[config.mk]
export PLATFORM = sky130hd
export DESIGN_NAME = aes_key_sched_ctrl_flat
export DESIGN_NICKNAME = d
export VERILOG_FILES = /design/src/rtl/aes_key_sched_ctrl_pkg.sv /design/src/rtl/aes_key_sched_ctrl_if.sv /design/src/rtl/aes_key_sched_ctrl_rcon.sv /design/src/rtl/aes_key_sched_ctrl.sv /design/src/flat_wrapper.sv
export SDC_FILE = /design/constraint.sdc
export NUM_CORES = 1
export LEC_CHECK = 0
export CAP_MARGIN = 20
export CORE_AREA = 2 2 261 263
export CTS_CLUSTER_SIZE = 8
export DETAILED_ROUTE_END_ITERATION = 7
export DIE_AREA = 0 0 263 265
export PLACE_DENSITY_LB_ADDON = 0.15
export SLEW_MARGIN = 20
export SYNTH_ARGS = -nofsm -noshare
export SYNTH_HDL_FRONTEND = slang
export SYNTH_SLANG_ARGS = --single-unit
[constraint.sdc]
create_clock -name clk -period 3.35 [get_ports clk]
set_input_delay 0.67 -clock clk [delete_from_list [all_inputs] [get_ports clk]]
set_output_delay 0.67 -clock clk [all_outputs]
set_load 0.005 [all_outputs]
[src/rtl/aes_key_sched_ctrl_pkg.sv]
// Shared types, constants and helpers for the AES-128 key-schedule sequencer.
// The AES_KEY_CACHE_EN build uses the REPLAY state; the default build never enters it.
package aes_key_sched_ctrl_pkg;

  typedef logic [7:0]   aes_byte;
  typedef logic [31:0]  aes_word;
  typedef logic [127:0] aes_128;
  typedef logic [3:0]   aes_rk_idx;

  localparam int AES_NR = 10;

  typedef enum logic [2:0] {
    IDLE,
    LOAD,
    OFFER,
    SUB_REQ,
    STEP,
    DONE,
    REPLAY
  } ks_state_t;

  // GF(2^8) multiply-by-two with the AES reduction polynomial.
  function automatic aes_byte aes_xtime(input aes_byte b);
    return {b[6:0], 1'b0} ^ (b[7] ? 8'h1b : 8'h00);
  endfunction

endpackage

[src/rtl/aes_key_sched_ctrl_if.sv]
// Round-key stream and shared S-box port of the key-schedule sequencer.
// master = sequencer side, slave = consumer / S-box side.
interface aes_key_sched_ctrl_if;
  import aes_key_sched_ctrl_pkg::*;

  logic      rk_valid;
  logic      rk_ready;
  aes_128    rk_data;
  aes_rk_idx rk_idx;
  logic      rk_last;

  logic      sb_req;
  aes_word   sb_word;
  logic      sb_ack;
  aes_word   sb_res;

  modport master (
    output rk_valid, rk_data, rk_idx, rk_last, sb_req, sb_word,
    input  rk_ready, sb_ack, sb_res
  );

  modport slave (
    input  rk_valid, rk_data, rk_idx, rk_last, sb_req, sb_word,
    output rk_ready, sb_ack, sb_res
  );

endinterface

[src/rtl/aes_key_sched_ctrl_rcon.sv]
// Rcon register: restarts at 0x01 on reset/init, doubles in GF(2^8) on advance.
module aes_rcon_gen
  import aes_key_sched_ctrl_pkg::*;
(
  input  logic    clk,
  input  logic    nrst,
  input  logic    init,
  input  logic    advance,
  output aes_byte rcon
);

  always_ff @(posedge clk) begin
    if (nrst || init) begin
      rcon <= 8'h01;
    end else if (advance) begin
      rcon <= aes_xtime(rcon);
    end
  end

endmodule

[src/rtl/aes_key_sched_ctrl.sv]
// Sequencer for an AES-128 round-key generator: loads the key, steps NR rounds and streams round keys.
// Define AES_KEY_CACHE_EN to keep every round key and allow a reverse-order replay without regeneration.
module aes_key_sched_ctrl
  import aes_key_sched_ctrl_pkg::*;
#(
  parameter int NR = AES_NR
) (
  input  logic    clk,
  input  logic    nrst,
  input  logic    start,
  input  aes_128  key_i,
  output logic    busy,
  output logic    done,
  output logic    kg_en,
  output logic    kg_gen_key,
  output logic    kg_next_rnd,
  output aes_byte kg_r_con,
  output aes_word kg_sub_i,
  input  aes_word kg_sub_o,
  input  aes_128  kg_key_o,
  output aes_128  kg_key_i,
  aes_key_sched_ctrl_if.master bus,
  input  logic    replay,
  output logic    cache_valid
);

  localparam aes_rk_idx LAST_IDX = aes_rk_idx'(NR);

  ks_state_t state, state_d;
  aes_rk_idx idx, idx_d;
  aes_word   sub_reg, sub_d;
  aes_128    key_reg, key_d;
  aes_byte   rcon;
  logic      rcon_init, rcon_adv;

  logic      busy_q, done_q, gen_key_q, next_rnd_q, sb_req_q, rk_valid_q, rk_last_q;
  logic      busy_d, done_d, gen_key_d, next_rnd_d, sb_req_d, rk_valid_d, rk_last_d;
  aes_byte   r_con_q, r_con_d;
  aes_word   sb_word_q, sb_word_d;
  logic      cache_valid_q;
  aes_128    cache_rd;

  aes_rcon_gen u_rcon (
    .clk     (clk),
    .nrst    (nrst),
    .init    (rcon_init),
    .advance (rcon_adv),
    .rcon    (rcon)
  );

  // Next state plus the next value of every registered output, derived from state_d.
  always_comb begin
    state_d   = state;
    idx_d     = idx;
    sub_d     = sub_reg;
    key_d     = key_reg;
    rcon_init = 1'b0;
    rcon_adv  = 1'b0;

    case (state)
      IDLE: begin
        if (start) begin
          state_d = LOAD;
          key_d   = key_i;
        end else if (replay && cache_valid_q) begin
          state_d = REPLAY;
          idx_d   = LAST_IDX;
        end
      end
      LOAD: state_d = OFFER;
      OFFER: begin
        if (bus.rk_ready) begin
          state_d = (idx == LAST_IDX) ? DONE : SUB_REQ;
        end
      end
      SUB_REQ: begin
        if (bus.sb_ack) begin
          sub_d   = bus.sb_res;
          state_d = STEP;
        end
      end
      STEP: begin
        rcon_adv = 1'b1;
        idx_d    = idx + 4'd1;
        state_d  = OFFER;
      end
      DONE: begin
        rcon_init = 1'b1;
        idx_d     = '0;
        state_d   = IDLE;
      end
      REPLAY: begin
        if (bus.rk_ready) begin
          if (idx == '0) begin
            state_d = DONE;
          end else begin
            idx_d = idx - 4'd1;
          end
        end
      end
      default: state_d = IDLE;
    endcase

    // Replay is a pure readout, so the generator enable stays low during it.
    busy_d     = state_d inside {LOAD, OFFER, SUB_REQ, STEP};
    done_d     = (state_d == DONE);
    gen_key_d  = (state_d == LOAD);
    next_rnd_d = (state_d == STEP);
    r_con_d    = (state_d == LOAD) ? 8'h01 : ((state_d == STEP) ? rcon : 8'h00);
    sb_req_d   = (state_d == SUB_REQ);
    sb_word_d  = (state_d == SUB_REQ) ? ((state == SUB_REQ) ? sb_word_q : kg_sub_o) : '0;
    rk_valid_d = state_d inside {OFFER, REPLAY};
    rk_last_d  = ((state_d == OFFER) && (idx_d == LAST_IDX)) ||
                 ((state_d == REPLAY) && (idx_d == '0));
  end

  always_ff @(posedge clk) begin
    if (nrst) begin
      state      <= IDLE;
      idx        <= '0;
      sub_reg    <= '0;
      key_reg    <= '0;
      busy_q     <= 1'b0;
      done_q     <= 1'b0;
      gen_key_q  <= 1'b0;
      next_rnd_q <= 1'b0;
      r_con_q    <= '0;
      sb_req_q   <= 1'b0;
      sb_word_q  <= '0;
      rk_valid_q <= 1'b0;
      rk_last_q  <= 1'b0;
    end else begin
      state      <= state_d;
      idx        <= idx_d;
      sub_reg    <= sub_d;
      key_reg    <= key_d;
      busy_q     <= busy_d;
      done_q     <= done_d;
      gen_key_q  <= gen_key_d;
      next_rnd_q <= next_rnd_d;
      r_con_q    <= r_con_d;
      sb_req_q   <= sb_req_d;
      sb_word_q  <= sb_word_d;
      rk_valid_q <= rk_valid_d;
      rk_last_q  <= rk_last_d;
    end
  end

`ifdef AES_KEY_CACHE_EN
  aes_128 cache [0:NR];

  // Contents need no reset: cache_valid gates every read of them.
  always_ff @(posedge clk) begin
    if (!nrst && (state == OFFER) && bus.rk_ready) begin
      cache[idx] <= kg_key_o;
    end
  end

  always_ff @(posedge clk) begin
    if (nrst) begin
      cache_valid_q <= 1'b0;
    end else if ((state == IDLE) && start) begin
      cache_valid_q <= 1'b0;
    end else if (state_d == DONE) begin
      cache_valid_q <= 1'b1;
    end
  end

  assign cache_rd = cache[idx];
`else
  assign cache_valid_q = 1'b0;
  assign cache_rd      = '0;
`endif

  // The generator's key register is stable while OFFER waits, so it is streamed directly.
  assign bus.rk_data  = !rk_valid_q ? '0 : ((state == REPLAY) ? cache_rd : kg_key_o);
  assign bus.rk_idx   = rk_valid_q ? idx : '0;
  assign bus.rk_valid = rk_valid_q;
  assign bus.rk_last  = rk_last_q;
  assign bus.sb_req   = sb_req_q;
  assign bus.sb_word  = sb_word_q;

  assign busy        = busy_q;
  assign kg_en       = busy_q;
  assign done        = done_q;
  assign kg_gen_key  = gen_key_q;
  assign kg_next_rnd = next_rnd_q;
  assign kg_r_con    = r_con_q;
  assign kg_sub_i    = sub_reg;
  assign kg_key_i    = key_reg;
  assign cache_valid = cache_valid_q;

endmodule
[src/flat_wrapper.sv]
// flat-port wrapper written by rule: the top's interface ports become plain ports
module aes_key_sched_ctrl_flat import aes_key_sched_ctrl_pkg::*;
#(
  parameter int NR = AES_NR
)
  (clk, nrst, start, key_i, busy, done, kg_en, kg_gen_key, kg_next_rnd, kg_r_con, kg_sub_i, kg_sub_o, kg_key_o, kg_key_i, replay, cache_valid, bus_rk_valid, bus_rk_data, bus_rk_idx, bus_rk_last, bus_sb_req, bus_sb_word, bus_rk_ready, bus_sb_ack, bus_sb_res);
  aes_key_sched_ctrl_if bus_i ();
  input  logic clk;
  input  logic nrst;
  input  logic start;
  input  aes_128 key_i;
  output logic busy;
  output logic done;
  output logic kg_en;
  output logic kg_gen_key;
  output logic kg_next_rnd;
  output aes_byte kg_r_con;
  output aes_word kg_sub_i;
  input  aes_word kg_sub_o;
  input  aes_128 kg_key_o;
  output aes_128 kg_key_i;
  input  logic replay;
  output logic cache_valid;
  output wire logic [$bits(bus_i.rk_valid)-1:0] bus_rk_valid;
  output wire logic [$bits(bus_i.rk_data)-1:0] bus_rk_data;
  output wire logic [$bits(bus_i.rk_idx)-1:0] bus_rk_idx;
  output wire logic [$bits(bus_i.rk_last)-1:0] bus_rk_last;
  output wire logic [$bits(bus_i.sb_req)-1:0] bus_sb_req;
  output wire logic [$bits(bus_i.sb_word)-1:0] bus_sb_word;
  input wire logic [$bits(bus_i.rk_ready)-1:0] bus_rk_ready;
  input wire logic [$bits(bus_i.sb_ack)-1:0] bus_sb_ack;
  input wire logic [$bits(bus_i.sb_res)-1:0] bus_sb_res;
  assign bus_rk_valid = bus_i.rk_valid;
  assign bus_rk_data = bus_i.rk_data;
  assign bus_rk_idx = bus_i.rk_idx;
  assign bus_rk_last = bus_i.rk_last;
  assign bus_sb_req = bus_i.sb_req;
  assign bus_sb_word = bus_i.sb_word;
  assign bus_i.rk_ready = bus_rk_ready;
  assign bus_i.sb_ack = bus_sb_ack;
  assign bus_i.sb_res = bus_sb_res;
  aes_key_sched_ctrl #(.NR(NR)) u_core (.clk(clk), .nrst(nrst), .start(start), .key_i(key_i), .busy(busy), .done(done), .kg_en(kg_en), .kg_gen_key(kg_gen_key), .kg_next_rnd(kg_next_rnd), .kg_r_con(kg_r_con), .kg_sub_i(kg_sub_i), .kg_sub_o(kg_sub_o), .kg_key_o(kg_key_o), .kg_key_i(kg_key_i), .bus(bus_i), .replay(replay), .cache_valid(cache_valid));
endmodule
; Word-level counts from Yosys, hierarchy flattened
; Cells that the tools add are included.
[totals]
elab_cells = 66
output_inout_bits = 341
in_bits = 326
reg_bits = 222
[classes]
reduce_logical = 14
bitwise_logic = 3
n_eq_ne = 14
muxes = 18
addsub = 2
[op_table]
columns = operator, n
row1 = 2-to-1 mux 128 bit, 2
row2 = "equality test 3 bit, second input constant", 6
row3 = 2-to-1 mux 3 bit, 6
row4 = one-hot mux 3 bit (5 select lines), 1
row5 = "equality test 3 x 2 -> 1 bit, second input constant", 4
row6 = 2-to-1 mux 4 bit, 3
row7 = one-hot mux 4 bit (3 select lines), 1
row8 = "equality test 4 bit, second input constant", 2
row9 = zero test 4 bit, 2
row10 = bitwise XOR 8 x 5 -> 8 bit, 1
row11 = "equality test 3 x 1 -> 1 bit, second input constant", 2
row12 = 2-to-1 mux 5 bit, 1
row13 = "adder 4 x 1 -> 4 bit, second input constant", 1
row14 = 2-to-1 mux 1 bit, 4
row15 = AND reduction 2 bit, 2
row16 = nonzero test 4 bit, 1
row17 = OR reduction 2 bit, 2
row18 = "subtractor 4 x 1 -> 4 bit, second input constant", 1
row19 = zero test 3 bit, 1
row20 = OR reduction 3 bit, 1
row21 = logical AND 1 bit, 2
row22 = logical OR 1 bit, 2
row23 = NOT 1 bit, 2
row24 = nonzero test 2 bit, 1

; Depth between registers and ports, before layout
; Gate-level depths: netlist of run 1.
[logic_depth]
word_depth = 7
ltp_mapped = 9
ltp_nobuf = 7

; Hierarchy
; A second synthesis of run 1 with hierarchy kept.
[unflattened]
hier_cells = 1129
area_unflattened_um2 = 8772.2
[modules_own_cells]
columns = module, seq_area_each_um2, area_each_um2, instances, cells_each
row1 = aes_key_sched_ctrl, 4284.1, 8454.4, 1, 1098
row2 = aes_rcon_gen, 160.2, 317.8, 1, 31

; Worst setup path before layout of run 1
; No wires, ideal clock.
[synth_path]
kind = register -> register
startpoint = register u_core.idx[0]
endpoint = register u_core.rk_last_q (netlist: u_core.bus.rk_last)
stages_incl_launch_ff = 8
path_slack_ns = 0.975
required_time_ns = 3.250
setup_time_ns = 0.100
synth_period_minus_slack_ns = 2.375
t_arrival_ns = 2.275
path_buffers = 0
cell_sequence = dfxtp_1 -> inv_1 -> ha_1 -> or3b_4 -> and4_4 -> a221o_1 -> or4_4 -> a2111oi_4
[synth_between]
elab_chain_cells = 7
word_cells_on_any_way = 19
classes_between = add/sub: 2 / eq/ne: 4 / mux: 8 / reduce/logical: 5
[synth_rtl]
columns = element, line
row1 = from (decl), aes_key_sched_ctrl.sv:30  ; aes_rk_idx idx, idx_d;
row2 = from (signal assigned), aes_key_sched_ctrl.sv:134  ; idx <= idx_d;
row3 = subtractor 4 x 1 -> 4 bit (tied with other cells), aes_key_sched_ctrl.sv:97  ; idx_d = idx - 4'd1;
row4 = 2-to-1 mux 4 bit (tied with other cells), aes_key_sched_ctrl.sv:94  ; if (idx == '0) begin
row5 = 2-to-1 mux 4 bit (tied with other cells), aes_key_sched_ctrl.sv:93  ; if (bus.rk_ready) begin
row6 = one-hot mux 4 bit (3 select lines) or one-hot mux 3 bit (5 select lines) (tied branches), aes_key_sched_ctrl.sv:60  ; case (state)
row7 = equality test 4 bit (tied with other cells), aes_key_sched_ctrl.sv:113  ; rk_last_d = ((state_d == OFFER) && (idx_d == LAST_IDX)) ||
row8 = logical AND 1 bit (on tied branches), "aes_key_sched_ctrl.sv:113, aes_key_sched_ctrl.sv:114"
row9 = logical OR 1 bit (*), aes_key_sched_ctrl.sv:113
row10 = to (signal assigned), aes_key_sched_ctrl.sv:145  ; rk_last_q <= rk_last_d;
row11 = to (decl), aes_key_sched_ctrl.sv:36  ; logic busy_q, done_q, gen_key_q, next_rnd_q, sb_req_q, rk_valid_q, rk_last_q;
; Every way passes the cells marked *; elsewhere a longest branch is shown, timed or not.
; A chain may end at the register's enable or synchronous reset.

; Final worst setup path of run 1
[layout_path]
startpoint = register u_core.state[2]
endpoint = output bus_rk_data[24]
[layout_between]
elab_chain_cells = 3
[layout_rtl]
columns = element, line
row1 = from (decl), aes_key_sched_ctrl.sv:29  ; ks_state_t state, state_d;
row2 = from (signal assigned), aes_key_sched_ctrl.sv:133  ; state <= state_d;
row3 = equality test 3 bit, aes_key_sched_ctrl.sv:176  ; assign bus.rk_data = !rk_valid_q ? '0 : ((state == REPLAY) ? cache_rd : kg_key_o);
row4 = 2-to-1 mux 128 bit (2 in a row), aes_key_sched_ctrl.sv:176
row5 = to (decl), flat_wrapper.sv:25  ; output wire logic [$bits(bus_i.rk_data)-1:0] bus_rk_data;
; Every way passes these cells.

==> results of run 1 <==
cell type report:
| cell class | count | area, um^2 |
|---|---|---|
| Multi-Input combinational cell | 816 | 3971 |
| Clock inverter | 5 | 67.56 |
| Clock buffer | 41 | 929.6 |
| Antenna cell | 8 | 20.02 |
| Sequential cell | 222 | 4444 |
| Tap cell | 873 | 1092 |
| Timing Repair Buffer | 687 | 6895 |
| Fill cell | 7227 | 49350 |
| Inverter | 8 | 30.03 |
power by group:
group | internal (mW) | leakage, nW | switching [mW]
sequential | 2.79 | 1.81 | 0.0741
combinational | 0.850 | 3.97 | 0.633
clock | 2.02 | 0.485 | 1.27
total | 5.66 | 6.26 | 1.97
flip-flops by register name, indices dropped and copies added (netlist names):
register,flops
u_core.done,1
u_core.kg_r_con,8
u_core.kg_next_rnd,1
u_core.bus.sb_req,1
u_core.kg_gen_key,1
u_core.bus.rk_valid,1
u_core.busy,1
u_core.state,3
u_core.u_rcon.rcon,8
u_core.bus.sb_word,32
u_core.kg_key_i,128
u_core.kg_sub_i,32
u_core.bus.rk_last,1
u_core.idx,4
through the flow:
stage                     hold WS, ps    util  worst slack [ps]  power, mW
after floorplan                 440.5       -             975.2      3.344
after global placement          440.6  0.2460             395.9      4.427
after detailed placement        445.1  0.2460             343.3      4.424
after CTS                       451.6  0.2609             32.13      7.855
after global routing            466.2  0.2609             16.43      8.026
final                           448.7  0.2612             131.4      7.634
worst paths after layout:
path | cells past startpoint | to | from
worst max register to register | 7 | u_core.bus.rk_last$_SDFF_PP0_ | u_core.idx[0]$_SDFF_PP0_
worst max-delay path | 6 | bus_rk_data[24] | u_core.state[2]$_SDFF_PP0_
worst min register to register | 2 | u_core.kg_key_i[103]$_SDFFE_PP0P_ | u_core.kg_key_i[103]$_SDFFE_PP0P_
worst min-delay path | 2 | u_core.kg_key_i[103]$_SDFFE_PP0P_ | u_core.kg_key_i[103]$_SDFFE_PP0P_
cells by family (layout without fill, tap and decap cells):
kind of cell,after synthesis,count (layout),share of synthesized area
compound gates,223,223,0.1371
xor+xnor,3,3,0.003000
fa+ha+maj,3,3,0.004285
buf+inv,96,741,0.04299
flops,222,222,0.5073
mux,2,2,0.002285
other cells,1,9,0.0004280
simple gates,584,584,0.3026
worst min-delay path, cell delays in order (launching register included):
cell	delay, ps
dfxtp_1	300
nand2_1	50
a21oi_1	50
layer usage:
layer	routed length (um)	up-vias	global-route usage
li1	-	4909	-
met1	24260	4563	0.1948
met2	27090	315	0.2621
met3	4643	52	0.05583
met4	745	6	0.02934
met5	37	-	0
layout by cell type (no fill, tap or decap), types with 2 or more instances in the layout:
cell type,n
clkdlybuf4s50_1,663
nand2_1,400
dfxtp_1,222
a21oi_1,200
and2_1,140
clkbuf_16,36
buf_4,17
nor2_1,9
diode_2,8
inv_1,8
nor2b_1,8
nand3_1,7
buf_12,6
a211oi_1,5
nor3_1,4
clkbuf_1,4
a221o_1,3
xnor2_1,3
ha_1,3
o21ai_0,2
mux2i_1,2
a31oi_1,2
nor4b_1,2
==> summary.txt, run 1 <==
Power
  • Lkg Pwr: 6.261 nW
  • Max rail drop VDD: 0.2679 mV
  • Pwr Density: 437.5 mW/mm^2

Timing
  • Slew HR: 0.4663
  • TNS Setup: 0 ps
  • Clock Skew: 28.66 ps
  • RSZ-0062 raised after global routing: no
  • Setup-failing EPs final: 0
  • Worst Tran Pin Value: 800.5 ps
  • Max Freq: 310.7 MHz
  • Final Hold Fails: 0
  • Max Slew Vio Count: 0
  • Part of the cycle the worst path needs: 0.9608
  • Post-layout minimum cycle time: 3219 ps

Floorplan
  • Initial Util: 0.1311
  • Die W: 263 um
  • Die Y: 265 um
  • Boundary Pins: 667
  • Core region area: 0.06680 mm^2
  • Die area: 0.06970 mm^2
  • # rows: 95

Worst setup path
  • Crit-path leading delay family: buffers and inverters
  • Slowest cell on the critical path: clkdlybuf4s50_1
  • Setup crit end kind: output pin
  • Worst EP arrival: 2550 ps
  • Crit path buf inv count: 3
  • Top cell by count, worst path: buf_12
  • Slowest stage delay, CP: 620 ps
  • Crit Path Class: flop to output pin
  • Setup slack, reg-to-reg: 710 ps
  • Startpoint Class: flop
  • CP Max Fanout: 60
  • Worst EP required: 2680 ps
  • Cells along the critical path: nor2b_2, a21boi_4, buf_12, buf_12, and2_1, clkdlybuf4s50_1

Place
  • Placed instance area: 0.01643 mm^2
  • Routability cong.: 1.003
  • Hpwl dp: 44.91 mm
  • DP Cell Count: 2606
  • Buffers on Ports: 664

Detailed routing
  • TritonRoute pass-1 iters: 4
  • Wire per inst: 21.34 um
  • DR DRC count: 0
  • Starting DRC count in detailed routing: 430
  • Total number of vias: 9845
  • Via density: 3.701
  • Routed Antenna Nets: 0
  • Detailed-route wire length: 56.78 mm

CTS
  • Max Buffers Root-to-Sink: 3
  • Cts hold-fix bufs: 0
  • Sink Count: 222
  • TritonCTS clock tree: built
  • H-tree levels: 2
  • Cts repair resizes: 0
  • Post-CTS setup buffers: 0
  • Clock Latency Late Sink: 540 ps
  • Total CTS buffers: 35
  • Clk slew on worst S/H paths: 50 ps
  • Clock root cell: clkbuf_16

Job
  • Max-cap violation count: 0

Global route
  • Largest net degree at the start of global routing: 136
  • Global-route wire length before repair: 78.35 mm
  • Vias in the first global route: 9726
  • Antenna violations before repair: 8
  • Total gr overflow: 0
  • Total GRT Usage: 0.1568

Final layout
  • Layout area overhead: 99.19%
  • Post-Layout Cell Count: 2660
  • Final #Nets: 2099
  • Layout cell share with drive strength beyond 1: 0.04272
  • Post-route cell area: 0.01745 mm^2

Synth
  • Top FF cell, synth: dfxtp_1
  • Flops & latches, synth: 222
  • Cells after synthesis: 1134
  • Leading area contributor after synthesis: dfxtp_1
  • Most frequent cells after synthesis: nand2_1 (400), dfxtp_1 (222), a21oi_1 (200)
  • Syn avg cell area: 7.726 um^2
  • Register area share after synthesis: 0.5073
  • Cell with the most instances after synthesis: nand2_1
  • Dominant cells by area after synthesis: dfxtp_1 (51%), nand2_1 (17%), a21oi_1 (11%)
  • Area share of the largest cell type after synthesis: 0.5073
  • Mapped Area: 0.008761 mm^2
  • Post-synth cell types: 45
  • Post-synth EDFFs: 0
  • FFs w/ async S/R, synth: 0
  • Yosys warns: 0
  • Mapped Nets: 1463

Worst hold path
  • Min-delay worst type: flop to flop

Run status
  • Status: finished clean
Power figures use the tool's default switching activity.
==> run 2: changes to the inputs <==
--- a/config.mk
+++ b/config.mk
@@ -6,10 +6,10 @@
 export NUM_CORES = 1
 export LEC_CHECK = 0
 export CAP_MARGIN = 20
-export CORE_AREA = 2 2 261 263
+export CORE_AREA = 2 2 258 260
 export CTS_CLUSTER_SIZE = 8
 export DETAILED_ROUTE_END_ITERATION = 7
-export DIE_AREA = 0 0 263 265
+export DIE_AREA = 0 0 260 262
 export PLACE_DENSITY_LB_ADDON = 0.15
 export SLEW_MARGIN = 20
 export SYNTH_ARGS = -nofsm -noshare
==> constraint.sdc (replaced) <==
create_clock -name clk -period 3.9 [get_ports clk]
set_input_delay 0.78 -clock clk [delete_from_list [all_inputs] [get_ports clk]]
set_output_delay 0.78 -clock clk [all_outputs]
set_load 0.005 [all_outputs]
==> summary.txt, run 2 (synthesized netlist as in run 1, its figures left out) <==
Floorplan
  • Die W: 260 um (was 263 um)
  • Die area: 0.06812 mm^2 (was 0.06970 mm^2)
  • Die Y: 262 um (was 265 um)
  • # rows: 94 (was 95)
  • Core region area: 0.06528 mm^2 (was 0.06680 mm^2)
  • Boundary Pins: 667 (unchanged)
  • Initial Util: 0.1342 (was 0.1311)

CTS
  • TritonCTS clock tree: built (unchanged)
  • Sink Count: 222 (unchanged)
  • Max Buffers Root-to-Sink: 3 (unchanged)
  • Clock Latency Late Sink: 520 ps (was 540 ps)
  • Clock root cell: clkbuf_16 (unchanged)
  • Post-CTS setup buffers: 0 (unchanged)
  • Clk slew on worst S/H paths: 50 ps (about the same)
  • Cts repair resizes: 0 (unchanged)
  • H-tree levels: 2 (unchanged)
  • Total CTS buffers: 34 (was 35)
  • Cts hold-fix bufs: 0 (unchanged)

Final layout
  • Multi-input gate area: 0.003969 mm^2 (was 0.003971 mm^2)
  • Layout area overhead: 97.57% (was 99.19%)
  • Commonest non-fill, non-tap cell in the layout: clkdlybuf4s50_1 (unchanged)
  • Final #Nets: 2092 (was 2099)
  • Register Area: 0.004444 mm^2 (unchanged)
  • Max reg flops: 128 (unchanged)
  • Final Core Density: 0.2652 (was 0.2612)
  • Commonest non-fill, non-tap cells in the layout: clkdlybuf4s50_1 (663), nand2_1 (400), dfxtp_1 (222) (unchanged)
  • Layout cell share with drive strength beyond 1: 0.03731 (was 0.04272)
  • Layout fillers: 7079 (was 7227)

Power
  • Logic pwr share: 0.197 (was 0.194)
  • Internal power: 4.698 mW (was 5.659 mW)
  • Power share of the clock group: 0.416 (was 0.430)
  • Pwr Density: 368.1 mW/mm^2 (was 437.5 mW/mm^2)
  • Seq pwr share: 0.386 (was 0.375)
  • Max rail drop VDD: 0.3165 mV (was 0.2679 mV)
  • Sw power: 1.672 mW (was 1.975 mW)
  • Switching part of the total: 0.2625 (was 0.2587)
  • Lkg Pwr: 6.196 nW (was 6.261 nW)

Timing
  • Max Slew Vio Count: 0 (unchanged)
  • Setup-failing EPs final: 0 (unchanged)
  • WHS: 447.6 ps (was 448.7 ps)
  • Part of the cycle the worst path needs: 0.9110
  • Clock Skew: 14.72 ps (was 28.66 ps)
  • Worst Tran Pin Value: 791.3 ps (was 800.5 ps)
  • Final Hold Fails: 0 (unchanged)
  • Max Freq: 281.5 MHz
  • RSZ-0062 raised after global routing: no (unchanged)
  • TNS Setup: 0 ps (unchanged)
  • Slew HR: 0.4712 (was 0.4663)
  • Post-layout minimum cycle time: 3553 ps

Detailed routing
  • Detailed-route wire length: 52.88 mm (was 56.78 mm)
  • Wire per inst: 20.04 um (was 21.34 um)
  • Starting DRC count in detailed routing: 503 (was 430)
  • DR DRC count: 0 (unchanged)
  • Routed Antenna Nets: 0 (unchanged)
  • TritonRoute pass-1 iters: 5 (was 4)
  • Via density: 3.701 (about the same)
  • Total number of vias: 9764 (was 9845)

Worst setup path
  • Cells along the critical path: nor2b_1, a21boi_4, buf_12, and2_1, clkdlybuf4s50_1 (was nor2b_2, a21boi_4, buf_12, buf_12, and2_1, clkdlybuf4s50_1)
  • Worst setup path startpoint: u_core.state[2]$_SDFF_PP0_ (unchanged)
  • Setup slack, reg-to-reg: 1280 ps (was 710 ps)
  • Crit-path leading delay family: buffers and inverters (unchanged)
  • Crit Path Class: flop to output pin (unchanged)
  • Crit path buf inv count: 2 (was 3)
  • R2r startpoint: u_core.idx[0]$_SDFF_PP0_ (unchanged)
  • Slowest stage delay, CP: 640 ps (was 620 ps)
  • Startpoint Class: flop (unchanged)
  • Slowest cell on the critical path: a21boi_4 (was clkdlybuf4s50_1)
  • Worst setup endpoint: bus_rk_data[44] (was bus_rk_data[24])
  • Worst path depth: 5 (was 6)
  • RR Endpoint: u_core.bus.rk_last$_SDFF_PP0_ (unchanged)
  • CP Max Fanout: 78 (was 60)
  • Worst EP arrival: 2770 ps (was 2550 ps)
  • Reg2Reg Depth: 7 (unchanged)
  • Worst EP required: 3120 ps (was 2680 ps)
  • Setup crit end kind: output pin (unchanged)

Worst hold path
  • Min-delay worst type: flop to flop (unchanged)

Place
  • Buffers on Ports: 664 (unchanged)
  • Hpwl dp: 41.06 mm (was 44.91 mm)
  • Routability cong.: 0.9895 (was 1.003)

Global route
  • Total GRT Usage: 0.1479 (was 0.1568)
  • Largest net degree at the start of global routing: 92 (was 136)
  • Global-route wire length before repair: 72.59 mm (was 78.35 mm)
  • Total gr overflow: 0 (unchanged)
  • Antenna violations before repair: 12 (was 8)
  • Vias in the first global route: 9600 (was 9726)

Run status
  • Status: finished clean (unchanged)

Job
  • Max-cap violation count: 0 (unchanged)
run 2: cell types whose count changed in the layout (fill, tap and decap cells not counted), sizes merged:
cell / before / now
bufinv: 1 / 0
diode: 8 / 5
clkinv: 2 / 1
clkbuf: 41 / 38
buf: 24 / 18
inv: 9 / 10
run 2: worst min-delay path by stage:
stage	from	endpoint	cells after the start
after floorplan	u_core.u_rcon.rcon[5]$_SDFFE_PP0P_	u_core.u_rcon.rcon[6]$_SDFFE_PP0P_	2
after global placement	u_core.bus.sb_word[28]$_SDFFE_PP0N_	u_core.bus.sb_word[28]$_SDFFE_PP0N_	2
after detailed placement	u_core.bus.sb_word[30]$_SDFFE_PP0N_	u_core.bus.sb_word[30]$_SDFFE_PP0N_	2
after CTS	u_core.bus.sb_word[30]$_SDFFE_PP0N_	u_core.bus.sb_word[30]$_SDFFE_PP0N_	2
after global routing	u_core.kg_key_i[67]$_SDFFE_PP0P_	u_core.kg_key_i[67]$_SDFFE_PP0P_	2
final	u_core.bus.sb_word[30]$_SDFFE_PP0N_	u_core.bus.sb_word[30]$_SDFFE_PP0N_	2
run 2: stage by stage:
stage	worst slack [ps]	area (um^2)	power, mW	instances
after floorplan	1525	8761	2.872	1134
after global placement	588.4	16350	3.779	2589
after detailed placement	593.2	16380	3.783	2591
after CTS	289.0	17300	6.550	2633
after global routing	160.7	17300	6.728	2634
final	347.1	17310	6.371	2638
run 2: layout make-up:
cell class / count / share of cell area
Clock inverter: 4 / 0.002385
Clock buffer: 38 / 0.05060
Timing Repair Buffer: 681 / 0.3961
Inverter: 8 / 0.001735
Multi-Input combinational cell: 816 / 0.2293
Antenna cell: 5 / 0.0007229
Tap cell: 864 / 0.06246
Sequential cell: 222 / 0.2568
run 2: tightest hold or removal path, delay by kind of cell, from the launching register on:
kind,cells,cell delay (ps)
AND/OR/NAND/NOR,1,50
AO/OA/AOI/OAI,1,50
flip-flops,1,300
run 2: per-layer routing:
| metal | part of all wire | track usage |
|---|---|---|
| met5 | 0.0019 | 0 |
| met4 | 0.012 | 0.03001 |
| met2 | 0.45 | 0.2269 |
| met1 | 0.44 | 0.1943 |
| met3 | 0.099 | 0.06047 |
run 2: power by group through the flow:
stage / sequential, mW / combinational (mW) / clock [mW]
after CTS: 2.46 / 1.29 / 2.80
after floorplan: 2.51 / 0.361 / 0
final: 2.46 / 1.26 / 2.65
after detailed placement: 2.51 / 1.28 / 0
after global routing: 2.47 / 1.36 / 2.89
after global placement: 2.50 / 1.28 / 0
